`src/rtl/ai_mc_rx_deserializer_if.sv`:
```
// Output word stream of the receive deserializer: registered head word and valid
// from the 2-entry buffer, ready from the read-data FIFO.
interface ai_mc_rx_deserializer_if #(
  parameter int DATA_W = 32
) ();
  logic [DATA_W-1:0] data_out;
  logic              valid_out;
  logic              ready_in;

  modport master (output data_out, output valid_out, input ready_in);
  modport slave  (input data_out, input valid_out, output ready_in);
endinterface

```
`src/rtl/ai_mc_rx_deserializer.sv`:
```
// Receive deserializer for the SPI/Dual/Quad read path.
// Skips dummy beats, assembles DATA_W-bit words from 1/2/4 lanes (MSB- or
// LSB-first) and hands them to a 2-entry registered output buffer.
// Optional macro AI_MC_RX_DESER_BYTE_SWAP_EN adds a byte_swap input that
// byte-reverses each completed word before it is buffered.
module ai_mc_rx_deserializer #(
  parameter int DATA_W    = 32,
  parameter int MAX_LANES = 4,
  parameter int WCNT_W    = 16,
  parameter int DCNT_W    = 8
) (
  input  logic                 clk,
  input  logic                 rst,
  input  logic                 start,
  input  logic [1:0]           mode,
  input  logic                 lsb_first,
  input  logic [WCNT_W-1:0]    xfer_words,
  input  logic [DCNT_W-1:0]    dummy_beats,
  input  logic                 sample_strobe,
  input  logic [MAX_LANES-1:0] miso,
`ifdef AI_MC_RX_DESER_BYTE_SWAP_EN
  input  logic                 byte_swap,
`endif
  output logic                 busy,
  output logic                 done,
  output logic                 overflow,
  ai_mc_rx_deserializer_if.master out_if
);

  localparam int BCNT_W = $clog2(DATA_W);

  typedef enum logic [1:0] {
    ST_IDLE   = 2'd0,
    ST_DUMMY  = 2'd1,
    ST_SHIFT  = 2'd2,
    ST_FINISH = 2'd3
  } state_t;

  state_t              state_reg, state_next;
  logic [1:0]          mode_reg;
  logic                lsb_reg;
  logic [WCNT_W-1:0]   xfer_reg;
  logic [DCNT_W-1:0]   dummy_cnt_reg;
  logic [BCNT_W-1:0]   beat_cnt_reg;
  logic [WCNT_W-1:0]   word_cnt_reg;
  logic [DATA_W-1:0]   sreg_reg;
  logic [DATA_W-1:0]   head_reg, tail_reg;
  logic                head_vld_reg, tail_vld_reg;
  logic                overflow_reg;

  logic                start_acc;
  logic                strobe_shift;
  logic                last_beat;
  logic                last_word;
  logic [BCNT_W-1:0]   beat_max;
  logic [DATA_W-1:0]   sreg_shift;
  logic [DATA_W-1:0]   word_swapped;
  logic [DATA_W-1:0]   word_push;
  logic                push, pop;

  // A start is only honoured while idle; anything else is a busy-time start.
  assign start_acc    = (state_reg == ST_IDLE) && start;
  assign strobe_shift = (state_reg == ST_SHIFT) && sample_strobe;
  assign last_beat    = strobe_shift && (beat_cnt_reg == beat_max);
  assign last_word    = (word_cnt_reg == (xfer_reg - WCNT_W'(1)));

  // Last beat index of a word for the latched lane mode (reserved mode = 1 lane).
  always_comb begin
    case (mode_reg)
      2'd1:    beat_max = BCNT_W'(DATA_W / 2 - 1);
      2'd2:    beat_max = BCNT_W'(DATA_W / 4 - 1);
      default: beat_max = BCNT_W'(DATA_W - 1);
    endcase
  end

  // Shift register value after absorbing the current beat's lanes.
  always_comb begin
    case (mode_reg)
      2'd1:    sreg_shift = lsb_reg ? {miso[1:0], sreg_reg[DATA_W-1:2]}
                                    : {sreg_reg[DATA_W-3:0], miso[1:0]};
      2'd2:    sreg_shift = lsb_reg ? {miso[3:0], sreg_reg[DATA_W-1:4]}
                                    : {sreg_reg[DATA_W-5:0], miso[3:0]};
      default: sreg_shift = lsb_reg ? {miso[0], sreg_reg[DATA_W-1:1]}
                                    : {sreg_reg[DATA_W-2:0], miso[0]};
    endcase
  end

  // Byte-reversed view of the completed word; bit order inside a byte is kept.
  for (genvar gi = 0; gi < DATA_W / 8; gi++) begin : g_swap
    assign word_swapped[gi*8 +: 8] = sreg_shift[DATA_W-8-gi*8 +: 8];
  end

`ifdef AI_MC_RX_DESER_BYTE_SWAP_EN
  logic swap_reg;
  // Byte-swap selection is latched with the rest of the transfer config.
  always_ff @(posedge clk or posedge rst) begin
    if (rst)            swap_reg <= 1'b0;
    else if (start_acc) swap_reg <= byte_swap;
  end
  assign word_push = swap_reg ? word_swapped : sreg_shift;
`else
  assign word_push = sreg_shift;
  logic unused_swap;
  assign unused_swap = ^word_swapped;
`endif

  // FSM state register.
  always_ff @(posedge clk or posedge rst) begin
    if (rst) state_reg <= ST_IDLE;
    else     state_reg <= state_next;
  end

  // FSM next-state logic.
  always_comb begin
    state_next = state_reg;
    case (state_reg)
      ST_IDLE: begin
        if (start) begin
          if (xfer_words == '0)       state_next = ST_FINISH;
          else if (dummy_beats != '0) state_next = ST_DUMMY;
          else                        state_next = ST_SHIFT;
        end
      end
      ST_DUMMY:  if (sample_strobe && dummy_cnt_reg == DCNT_W'(1)) state_next = ST_SHIFT;
      ST_SHIFT:  if (last_beat && last_word) state_next = ST_FINISH;
      ST_FINISH: state_next = ST_IDLE;
      default:   state_next = ST_IDLE;
    endcase
  end

  // FSM outputs: busy while receiving, done only in the FINISH cycle.
  always_comb begin
    busy = (state_reg == ST_DUMMY) || (state_reg == ST_SHIFT);
    done = (state_reg == ST_FINISH);
  end

  // Config latch, dummy/beat/word counters and the assembly shift register.
  always_ff @(posedge clk or posedge rst) begin
    if (rst) begin
      mode_reg      <= 2'd0;
      lsb_reg       <= 1'b0;
      xfer_reg      <= '0;
      dummy_cnt_reg <= '0;
      beat_cnt_reg  <= '0;
      word_cnt_reg  <= '0;
      sreg_reg      <= '0;
    end else if (start_acc) begin
      mode_reg      <= mode;
      lsb_reg       <= lsb_first;
      xfer_reg      <= xfer_words;
      dummy_cnt_reg <= dummy_beats;
      beat_cnt_reg  <= '0;
      word_cnt_reg  <= '0;
      sreg_reg      <= '0;
    end else if (state_reg == ST_DUMMY && sample_strobe) begin
      dummy_cnt_reg <= dummy_cnt_reg - DCNT_W'(1);
    end else if (strobe_shift) begin
      sreg_reg <= sreg_shift;
      if (last_beat) begin
        beat_cnt_reg <= '0;
        word_cnt_reg <= word_cnt_reg + WCNT_W'(1);
      end else begin
        beat_cnt_reg <= beat_cnt_reg + BCNT_W'(1);
      end
    end
  end

  assign push = last_beat;
  assign pop  = head_vld_reg && out_if.ready_in;

  // Two-entry output buffer: head drives the bus, tail holds the second word.
  always_ff @(posedge clk or posedge rst) begin
    if (rst) begin
      head_reg     <= '0;
      tail_reg     <= '0;
      head_vld_reg <= 1'b0;
      tail_vld_reg <= 1'b0;
    end else if (push && pop) begin
      if (tail_vld_reg) begin
        head_reg <= tail_reg;
        tail_reg <= word_push;
      end else begin
        head_reg <= word_push;
      end
    end else if (push) begin
      if (!head_vld_reg) begin
        head_reg     <= word_push;
        head_vld_reg <= 1'b1;
      end else if (!tail_vld_reg) begin
        tail_reg     <= word_push;
        tail_vld_reg <= 1'b1;
      end
    end else if (pop) begin
      if (tail_vld_reg) begin
        head_reg     <= tail_reg;
        tail_vld_reg <= 1'b0;
      end else begin
        head_vld_reg <= 1'b0;
      end
    end
  end

  // Sticky overflow: a word arrived with both entries full and nothing leaving.
  always_ff @(posedge clk or posedge rst) begin
    if (rst)                                              overflow_reg <= 1'b0;
    else if (start_acc)                                   overflow_reg <= 1'b0;
    else if (push && head_vld_reg && tail_vld_reg && !pop) overflow_reg <= 1'b1;
  end

  assign overflow         = overflow_reg;
  assign out_if.data_out  = head_reg;
  assign out_if.valid_out = head_vld_reg;

endmodule

```
`src/flat_wrapper.sv`:
```
// flat-port wrapper written by rule: the top's interface ports become plain ports
module ai_mc_rx_deserializer_flat 
#(
  parameter int DATA_W    = 32,
  parameter int MAX_LANES = 4,
  parameter int WCNT_W    = 16,
  parameter int DCNT_W    = 8
)
  (clk, rst, start, mode, lsb_first, xfer_words, dummy_beats, sample_strobe, miso, busy, done, overflow, out_if_data_out, out_if_valid_out, out_if_ready_in);
  ai_mc_rx_deserializer_if #(.DATA_W(DATA_W)) out_if_i ();
  input  logic clk;
  input  logic rst;
  input  logic start;
  input  logic [1:0] mode;
  input  logic lsb_first;
  input  logic [WCNT_W-1:0] xfer_words;
  input  logic [DCNT_W-1:0] dummy_beats;
  input  logic sample_strobe;
  input  logic [MAX_LANES-1:0] miso;
  output logic busy;
  output logic done;
  output logic overflow;
  output wire logic [$bits(out_if_i.data_out)-1:0] out_if_data_out;
  output wire logic [$bits(out_if_i.valid_out)-1:0] out_if_valid_out;
  input wire logic [$bits(out_if_i.ready_in)-1:0] out_if_ready_in;
  assign out_if_data_out = out_if_i.data_out;
  assign out_if_valid_out = out_if_i.valid_out;
  assign out_if_i.ready_in = out_if_ready_in;
  ai_mc_rx_deserializer #(.DATA_W(DATA_W), .MAX_LANES(MAX_LANES), .WCNT_W(WCNT_W), .DCNT_W(DCNT_W)) u_core (.clk(clk), .rst(rst), .start(start), .mode(mode), .lsb_first(lsb_first), .xfer_words(xfer_words), .dummy_beats(dummy_beats), .sample_strobe(sample_strobe), .miso(miso), .busy(busy), .done(done), .overflow(overflow), .out_if(out_if_i));
endmodule
```
`config.mk`:
```
export PLATFORM = sky130hd
export DESIGN_NAME = ai_mc_rx_deserializer_flat
export DESIGN_NICKNAME = d
export VERILOG_FILES = /design/src/rtl/ai_mc_rx_deserializer_if.sv /design/src/rtl/ai_mc_rx_deserializer.sv /design/src/flat_wrapper.sv
export SDC_FILE = /design/constraint.sdc
export NUM_CORES = 1
export LEC_CHECK = 0
export CAP_MARGIN = 20
export CORE_MARGIN = 2
export CORE_UTILIZATION = 59
export DETAILED_ROUTE_END_ITERATION = 12
export PLACE_DENSITY = 0.81
export SLEW_MARGIN = 20
export SYNTH_ARGS = -nofsm -noshare
export SYNTH_HDL_FRONTEND = slang
export SYNTH_SLANG_ARGS = --single-unit
```
`constraint.sdc`:
```
create_clock -name clk -period 7.2 [get_ports clk]
set_input_delay 1.44 -clock clk [delete_from_list [all_inputs] [get_ports clk]]
set_output_delay 1.44 -clock clk [all_outputs]
set_load 0.01 [all_outputs]
```
# == After elaboration in Yosys (flattened, before gate mapping) ==
# Index checks and enable logic that the tools add are counted.
# word_totals
register_bits,149
input_bits,36
output_inout_bits,36
elab_cells,108
# op_classes
add_sub_neg,4
n_eq_ne,16
muxes,42
bitwise,1
n_reduce_logical,32
# op_table
operator,count
2-to-1 mux 32 bit,16
2-to-1 mux 16 bit,4
one-hot mux 32 bit (2 select lines),1
2-to-1 mux 5 bit,4
AND reduction 3 bit,6
adder 16 x 1 -> 16 bit (second input constant),1
equality test 16 bit,1
zero test 16 bit,1
2-to-1 mux 8 bit,2
subtractor 16 x 1 -> 16 bit (second input constant),1
nonzero test 2 bit,7
logical AND 1 bit,11
2-to-1 mux 2 bit,5
one-hot mux 5 bit (2 select lines),1
equality test 8 x 1 -> 1 bit (second input constant),1
2-to-1 mux 1 bit,8
inequality test 2 x 1 -> 1 bit (second input constant),4
one-hot mux 2 bit (4 select lines),1
nonzero test 8 bit,1
subtractor 8 x 1 -> 8 bit (second input constant),1
equality test 2 bit (second input constant),3
inequality test 2 bit (second input constant),3
nonzero test 3 bit,2
adder 5 x 1 -> 5 bit (second input constant),1
other kinds (8),9

# == Logic depth before layout (Yosys ltp) ==
# logic_depth
word_depth,9
ltp_mapped,11

# == Worst setup path after synthesis ==
# OpenSTA, ideal clock, no wires.
# synth_timing
path_type,input to register
startpoint,in sample_strobe
endpoint,reg u_core.state_reg[1]
setup_ps,127
arrival_ps,3177
setup_slack_ps,3896
path_stages,7
path_cell_list,nand4_1 or3_1 clkbuf_1 nor3_1 o2111ai_1 o41ai_2 mux2_1
# synth_via
elab_chain_len,5
# synth_rtl
element,line_no,source
start: declaration,flat_wrapper.sv:18,input logic sample_strobe;
logical AND 1 bit,ai_mc_rx_deserializer.sv:63,assign strobe_shift = (state_reg == ST_SHIFT) && sample_strobe;
logical AND 1 bit,ai_mc_rx_deserializer.sv:64,assign last_beat = strobe_shift && (beat_cnt_reg == beat_max);
logical AND 1 bit,ai_mc_rx_deserializer.sv:125,ST_SHIFT: if (last_beat && last_word) state_next = ST_FINISH;
inequality test 2 bit (no source line),n/a,
AND reduction 3 bit (no source line) *,n/a,
end signal: assignment,ai_mc_rx_deserializer.sv:110,else state_reg <= state_next;
end: declaration,ai_mc_rx_deserializer.sv:39,"state_t state_reg, state_next;"
# Mark *: on every way between the ends. The rest lies on a longest branch, timed or not.
# A chain may end at the register's enable or synchronous reset.

# == Worst setup path in the final report ==
# Same ends and word-level chain as after synthesis.

==> summary.txt <==
Run status
  • Status: completed

Layout
  • Ant. Diodes: 0
  • Fin util: 0.6996
  • Post-route cell area: 9673 sq um
  • Filler cells: 1009
  • Multi-input logic area: 4168 sq um
  • FF+latch area: 3729 sq um
  • Layout Nets: 986
  • Fraction of layout cells with a size suffix above 1: 0.1064
  • Area Overhead vs Synth: 16.66%

Global routing
  • Vias in the first global route: 6532
  • Tot GR Track Use: 0.2732
  • Largest net degree at the start of global routing: 96
  • Initial antenna violation count: 0
  • GR Overflow Total: 0
  • First-pass GRT wire length: 32410 microns

Logic synthesis
  • Most frequent cell after synthesis: nand2_1
  • Largest area contributor in the netlist: dfrtp_1
  • Most area-consuming cells after synthesis: dfrtp_1 45%, nand2_1 8.6%, mux2_2 6.4%, a222oi_1 3.9%, a221oi_1 3.4%
  • Syn Std Cell Area: 8292 sq um
  • Share of the synthesized area in the top cell type: 0.4497
  • Post-synthesis adder-cell area fraction: 0.01811
  • Syn Inst Count: 902
  • Number of distinct library cells after synthesis: 45
  • Total of warnings raised by yosys: 0
  • Post-synth EDFFs: 0
  • Multiplexer share of the synthesized area: 0.07122
  • Post-synthesis compound-gate area fraction: 0.1841
  • Number of synthesized register bits: 149
  • Largest family of logic cells by synthesized area: compound AO/OA/AOI/OAI gates
  • Area share of and/or/nand/nor cells after synthesis: 0.1811
  • Synth Area in XOR/XNOR: 0.04542
  • Synth top cells by count: 189 x nand2_1, 149 x dfrtp_1, 59 x clkbuf_1
  • Top_reg_cell synth: dfrtp_1
  • Syn_area_per_cell: 9.193 sq um
  • Ys async rst share: 1.000
  • Net Count, Synth: 950
  • Seq/Total Area, Yosys: 0.4497

Setup path
  • Slowest CP cell: or3_1
  • CP max stage delay: 0.56 ns
  • Crit start category: input port
  • CP delay by family, top: simple AND/OR/NAND/NOR gates
  • CP arrival: 3.94 ns
  • Cell Chain, Critical Path: clkdlybuf4s50_1 > nand4_1 > or3_1 > nor3_1 > o2111ai_1 > o41ai_2 > mux2_1
  • Worst path bufs/invs: 1
  • Worst setup EP type: flop
  • Crit-path max FO: 8
  • CP required: 7.50 ns
  • Setup Crit Path Kind: in2reg

Detailed routing
  • DR WL/cell: 17.22 microns
  • Detailed-route via count: 7026
  • Antenna Violating Nets Remaining: 0
  • DR DRC count: 0
  • First DRT Iteration DRCs: 728
  • First drt pass iteration count: 8
  • Drt total wl: 19440 microns
  • Vias per cell: 6.223

Floorplanning
  • Die Span Y: 122.6 microns
  • Chip width: 122.6 microns
  • Core ar.: 13830 sq um
  • Die area: 15020 sq um
  • I/O pins: 72
  • Initial Util: 0.5997
  • FP Rows: 43

Timing
  • Hold slack: 0.5044 ns
  • Final worst path period share: 0.5052
  • Worst-margin pin slew: 1.130 ns
  • Final setup violation count: 0
  • Final clock skew: 0.007138 ns
  • Max Slew Vio Count: 0
  • Worst Slack Setup Final: 3.562 ns
  • Setup TNS: 0 ns
  • Max-slew headroom: 0.2470
  • Unrepaired setup endpoints after global routing: no
  • Final Hold Vio Count: 0
  • Max Freq: 274.9 MHz
  • Tmin final: 3.638 ns

Clocking
  • CTS H-Tree Depth: 4
  • Number of clock sinks: 149
  • Hold_buf cts: 0
  • Clk_lat worst skew: 0.43 ns
  • Root cell of the clock tree: clkbuf_16
  • Post-CTS Setup Inserts: 0
  • Clk slew on worst S/H paths: 0.06 ns
  • Clock Tree Buf Depth: 2
  • TritonCTS clock tree: done
  • Post-cts sizing count: 0
  • CTS Buf Count: 17

Placement
  • Pre-CTS WS: 3.137 ns
  • Final Wtd Congestion: 0.8628
  • Port bufs: 71
  • Placed inst area: 9085 sq um
  • Dpl hpwl: 12620 microns

Power
  • Power per standard cell area: 367.8 nW/um^2
  • Static Leak: 4.599 nW
  • Max IR drop VDD: 354.4 uV

Run
  • Max-cap violations: 0

Worst hold path
  • Worst Hold Class: reg2reg
==> stage by stage <==
| step | std cells | power [mW] |
|---|---|---|
| final | 1129 | 3.557 |
| after global routing | 1129 | 3.811 |
| after CTS | 1129 | 3.549 |
| after detailed placement | 1099 | 2.650 |
| after global placement | 1099 | 2.615 |
| after floorplan | 902 | 2.306 |
==> cell usage in the layout (no fill, tap or decap), types with 31 or more instances in the layout <==
cell / synthesis / routed
a221oi_1: 32 / 32
a21oi_1: 48 / 48
a22o_1: 32 / 32
dfrtp_1: 149 / 149
clkdlybuf4s50_1: 0 / 71
a31oi_1: 32 / 32
a222oi_1: 32 / 32
inv_1: 48 / 47
nor2_1: 34 / 31
nand2_1: 189 / 189
nand2b_1: 36 / 36
mux2_2: 47 / 47
==> worst reg2reg max path: stages, from the launching register on <==
cell	delay (ns)
dfrtp_1	0.34
inv_1	0.06
ha_2	1.02
xor2_1	0.27
or3_1	0.56
nor3_1	0.23
o2111ai_1	0.15
o41ai_2	0.45
mux2_1	0.36
==> routing by layer <==
layer / vias up / wire length (microns) / share of wire / track usage
met2: 250 / 9265 / 0.48 / 0.4347
met5: - / 0 / 0 / 0
met1: 3451 / 8699 / 0.45 / 0.3774
li1: 3299 / - / - / -
met4: 0 / 315 / 0.016 / 0.08836
met3: 26 / 1160 / 0.060 / 0.05437
==> report_power, final <==
part | internal (mW) | switching (mW)
combinational | 0.548 | 0.950
clock | 0.558 | 0.333
sequential | 1.00 | 0.167
==> logic make-up after synthesis <==
group / count (synthesis)
simple gates: 325
compound gates: 209
flops: 149
buf+inv: 111
mux: 53
xor+xnor: 43
fa+ha+maj: 12
==> worst paths after layout <==
path                                     startpoint                       to  slack, ns  cells after the start
max in group asynchronous                       rst      u_core.sreg_reg[24]       4.41                      3
worst min register to register  u_core.tail_reg[23]      u_core.tail_reg[23]       0.50                      1
worst max-delay path                  sample_strobe      u_core.state_reg[1]       3.56                      7
min in group asynchronous                       rst  u_core.dummy_cnt_reg[6]       1.55                      2
worst max register to register   u_core.mode_reg[0]      u_core.state_reg[1]       3.64                      8
worst min-delay path            u_core.tail_reg[23]      u_core.tail_reg[23]       0.50                      1
==> area by class of cell <==
class | instances | share of cell area
clock buffer | 21 | 0.04760
clock inverter | 9 | 0.01319
inverter | 48 | 0.01914
multi-input combinational | 642 | 0.4309
sequential | 149 | 0.3855
tap | 180 | 0.02328
timing repair buffer | 80 | 0.08046
(Power assumes the default switching activity.)
